`src/rtl/four_bit_adder.sv`:
```
// four_bit_adder: registered ripple-carry adder a + b + cin -> {cout, s}, with valid strobe.
// Optional signed-overflow output ovf enabled by defining FOUR_BIT_ADDER_OVF_EN.
module four_bit_adder #(
   parameter int WIDTH = 4
) (
   input  logic             clk,
   input  logic             rst_n,
   input  logic [WIDTH-1:0] a,
   input  logic [WIDTH-1:0] b,
   input  logic             cin,
   input  logic             in_valid,
   output logic [WIDTH-1:0] s,
   output logic             cout,
`ifdef FOUR_BIT_ADDER_OVF_EN
   output logic             ovf,
`endif
   output logic             out_valid
);
   logic [WIDTH:0]   w_c;
   logic [WIDTH-1:0] w_sum;
   logic [WIDTH-1:0] r_s;
   logic             r_cout;
   logic             r_out_valid;
   if (WIDTH != 4) begin : g_bad_width
      $error("four_bit_adder supports only WIDTH = 4");
   end
   assign w_c[0] = cin;
   for (genvar i = 0; i < WIDTH; i++) begin : g_fa
      assign w_sum[i]  = a[i] ^ b[i] ^ w_c[i];
      assign w_c[i+1]  = (a[i] & b[i]) | (w_c[i] & (a[i] ^ b[i]));
   end
`ifdef FOUR_BIT_ADDER_OVF_EN
   logic w_ovf;
   logic r_ovf;
   assign w_ovf = w_c[WIDTH-1] ^ w_c[WIDTH];
   // Overflow flag captured with the same enable and reset as the sum.
   always_ff @(posedge clk or negedge rst_n) begin
      if (!rst_n) r_ovf <= 1'b0;
      else if (in_valid) r_ovf <= w_ovf;
   end
   assign ovf = r_ovf;
`endif
   // Capture the result on accepted operands; out_valid follows in_valid by one clock.
   always_ff @(posedge clk or negedge rst_n) begin
      if (!rst_n) begin
         r_s         <= '0;
         r_cout      <= 1'b0;
         r_out_valid <= 1'b0;
      end else begin
         r_out_valid <= in_valid;
         if (in_valid) begin
            r_s    <= w_sum;
            r_cout <= w_c[WIDTH];
         end
      end
   end
   assign s         = r_s;
   assign cout      = r_cout;
   assign out_valid = r_out_valid;
endmodule

```
`config.mk`:
```
export PLATFORM = sky130hd
export DESIGN_NAME = four_bit_adder
export DESIGN_NICKNAME = d
export VERILOG_FILES = /design/src/rtl/four_bit_adder.sv
export SDC_FILE = /design/constraint.sdc
export NUM_CORES = 1
export LEC_CHECK = 0
export CAP_MARGIN = 25
export CORE_AREA = 8 8 45 47
export DETAILED_ROUTE_END_ITERATION = 6
export DIE_AREA = 0 0 53 55
export GPL_TIMING_DRIVEN = 0
export PLACE_DENSITY = 0.6
export SLEW_MARGIN = 20
export SYNTH_ARGS = -nofsm -noshare
export SYNTH_HDL_FRONTEND = slang
export SYNTH_SLANG_ARGS = --single-unit
```
`constraint.sdc`:
```
create_clock -name clk -period 1.98 [get_ports clk]
set_input_delay 0.297 -clock clk [delete_from_list [all_inputs] [get_ports clk]]
set_output_delay 0.297 -clock clk [all_outputs]
set_load 0.03 [all_outputs]
```
==> impl_metrics.ini <==
[run_status]
outcome = finished, final reports clean

[synth]
syn_nets = 42
synth_area_leaders = dfrtp_1 44%, fa_1 24%, inv_1 11%
synth_cell_types = 6
synth_seq_area_share_pct = 44.3
synth_top_area_share_pct = 44.3
synth_cells = 26
avgSynthCellArea_um2 = 13.0
yosysMostFrequentCell = inv_1
ys_async_sr_fraction_pct = 100
synth_edf_count = 0
ys_ff_latch = 6
synthFlopType = dfrtp_1
syn_area_um2 = 339
synthTopCellsByCount = 10 x inv_1, 6 x dfrtp_1, 4 x fa_1
yosysTopAreaCell = dfrtp_1
yosysWarnings = 0

[floorplanning]
boundaryPins = 18
initial_core_util_pct = 24.5
die_h_um = 55
core_mm2 = 0.00138
fp.dieW_um = 53
placementRows = 14
dieArea_mm2 = 0.00292

[route]
first_iter_violations = 0
drt_pass1_iterations = 1
dr_total_vias = 236
wl_per_cell_um = 10.5
drc = 0
routed_wl_um = 648
viasPerCell = 3.81
ant_nets = 0

[final_layout]
finish.utilization_pct = 39.7
antenna_cells = 0
fillers = 145
fin_nets = 64
layout-drive-gt1-share_pct = 30.4
area_delta_synth_final_pct = 62.0
multi_input_area_um2 = 148
seq_area_um2 = 150

[worst_setup_path]
critPathTopFamily = adder cells
critical_path.cell_chain = clkdlybuf4s15_1 > fa_2 > inv_2 > fa_2 > inv_2 > fa_2 > inv_2 > fa_1 > mux2i_1
crit_path_max_fanout = 1
slowest_delay_ns = 0.39
cp.arrival_ns = 2.05
end_kind = flip-flop
cpMaxStageDelayCell = fa_1
crit_buf_inv = 4
crit_type = in -> reg
worst_ep_required_time_ns = 2.14
crit_path_start_kind = input port

[placement]
portBuffers = 17
post-place-ws_ns = -0.529
globalplace.congestion = 0.640
hpwl_um = 549

[clocking]
cts_hold_buf = 0
clockRootBuffer = clkbuf_4
cts-htree-levels = 1
clk_latency_ns = 0.24
cts.sinks = 6
post_cts_buffers = 0
cts_tree = yes
numCtsBuffers = 3
clk_pin_slew_ns = 0.04
cts_buffer_depth = 2

[global_route]
grt_overflow_total = 0
grt_max_degree = 7
grt_usage_pct = 4.91
antenna_found_initial = 0
grt_pass1_wl_um = 972
grt_pass1_vias = 236

[timing]
slew_headroom_pct = 79.3
maxSlewViolCount = 0
worst_slew_pin_slew_ns = 0.310
finalWorstSetupSlack_ns = 0.0851
setup_viol = 0
finClkSkew_ns = 0
rsz0062_at_grt = no
setup-tns-final_ns = 0
min_period_ns = 1.89
period_share_pct = 95.7
fmax_mhz = 528
hold_violations = 0

[min_path]
hp-class = in -> async

[power]
p_leak_nw = 0.268
power.density_mw_per_mm2 = 794
ir_drop_v = 0.000219
total_power_uw = 436

[job]
max_cap_violations = 0
[sequential cells by signal, summed over array words and instances, names as in the netlist]
name / count
s: 4
cout: 1
out_valid: 1
[cell usage in the layout, fill, tap and decap left out]
cell	count
clkdlybuf4s50_1	14
inv_1	7
dfrtp_1	6
inv_2	3
mux2i_1	3
fa_2	3
clkbuf_4	3
mux2_4	2
clkbuf_2	2
buf_6	1
fa_1	1
clkdlybuf4s15_1	1
[metrics by stage]
step / hold WS (ns) / area [µm²] / cells
floorplan: 0.00141 / 339 / 26
global placement: 0.499 / 529 / 59
detailed placement: 0.508 / 529 / 59
CTS: 0.301 / 553 / 62
global route: 0.305 / 549 / 62
finish: 0.299 / 549 / 62
[layout make-up]
cell class | count | area share [%]
Inverter | 10 | 6.83
Timing Repair Buffer | 17 | 29.2
Clock buffer | 3 | 4.10
Sequential cell | 6 | 27.3
Buffer | 1 | 2.05
Tap cell | 16 | 3.64
Multi-Input combinational cell | 9 | 26.9
[path summary, 6_finish.rpt]
check | from | cells past startpoint | slack, ns | to
max in group asynchronous | rst_n | 1 | 1.47 | s[1]
max | a[0] | 9 | 0.09 | s[3]
max reg2reg | s[2] | 1 | 1.23 | s[2]
min reg2reg | s[0] | 1 | 0.51 | s[0]
min | rst_n | 1 | 0.30 | cout
min in group clk | cin | 3 | 0.50 | s[0]
[logic make-up (layout without fill, tap and decap cells)]
| group | Yosys count | after routing | synth area share [%] |
|---|---|---|---|
| buffers and inverters | 11 | 31 | 14.4 |
| DFF | 6 | 6 | 44.3 |
| muxes | 5 | 5 | 17.7 |
| adders and majority gates | 4 | 4 | 23.6 |
[per-layer routing]
layer	vias to the layer above	GRT usage, %	wire (µm)
met4	0	7.76	0
met3	0	1.07	52
met2	11	6.45	326
met5	-	0	0
li1	113	-	-
met1	112	5.30	269
[report_power, final]
| group | total [mW] | switching (mW) | internal (mW) |
|---|---|---|---|
| sequential | 0.157 | 0.0110 | 0.146 |
| combinational | 0.171 | 0.0853 | 0.0854 |
| clock | 0.109 | 0.0404 | 0.0683 |
[repair_timing]
item	CTS	global route
pin swaps	2	4
endpoints found under the setup margin	2	1
gates resized for setup	7	7
Note: power is estimated with default switching activity, not from simulation.
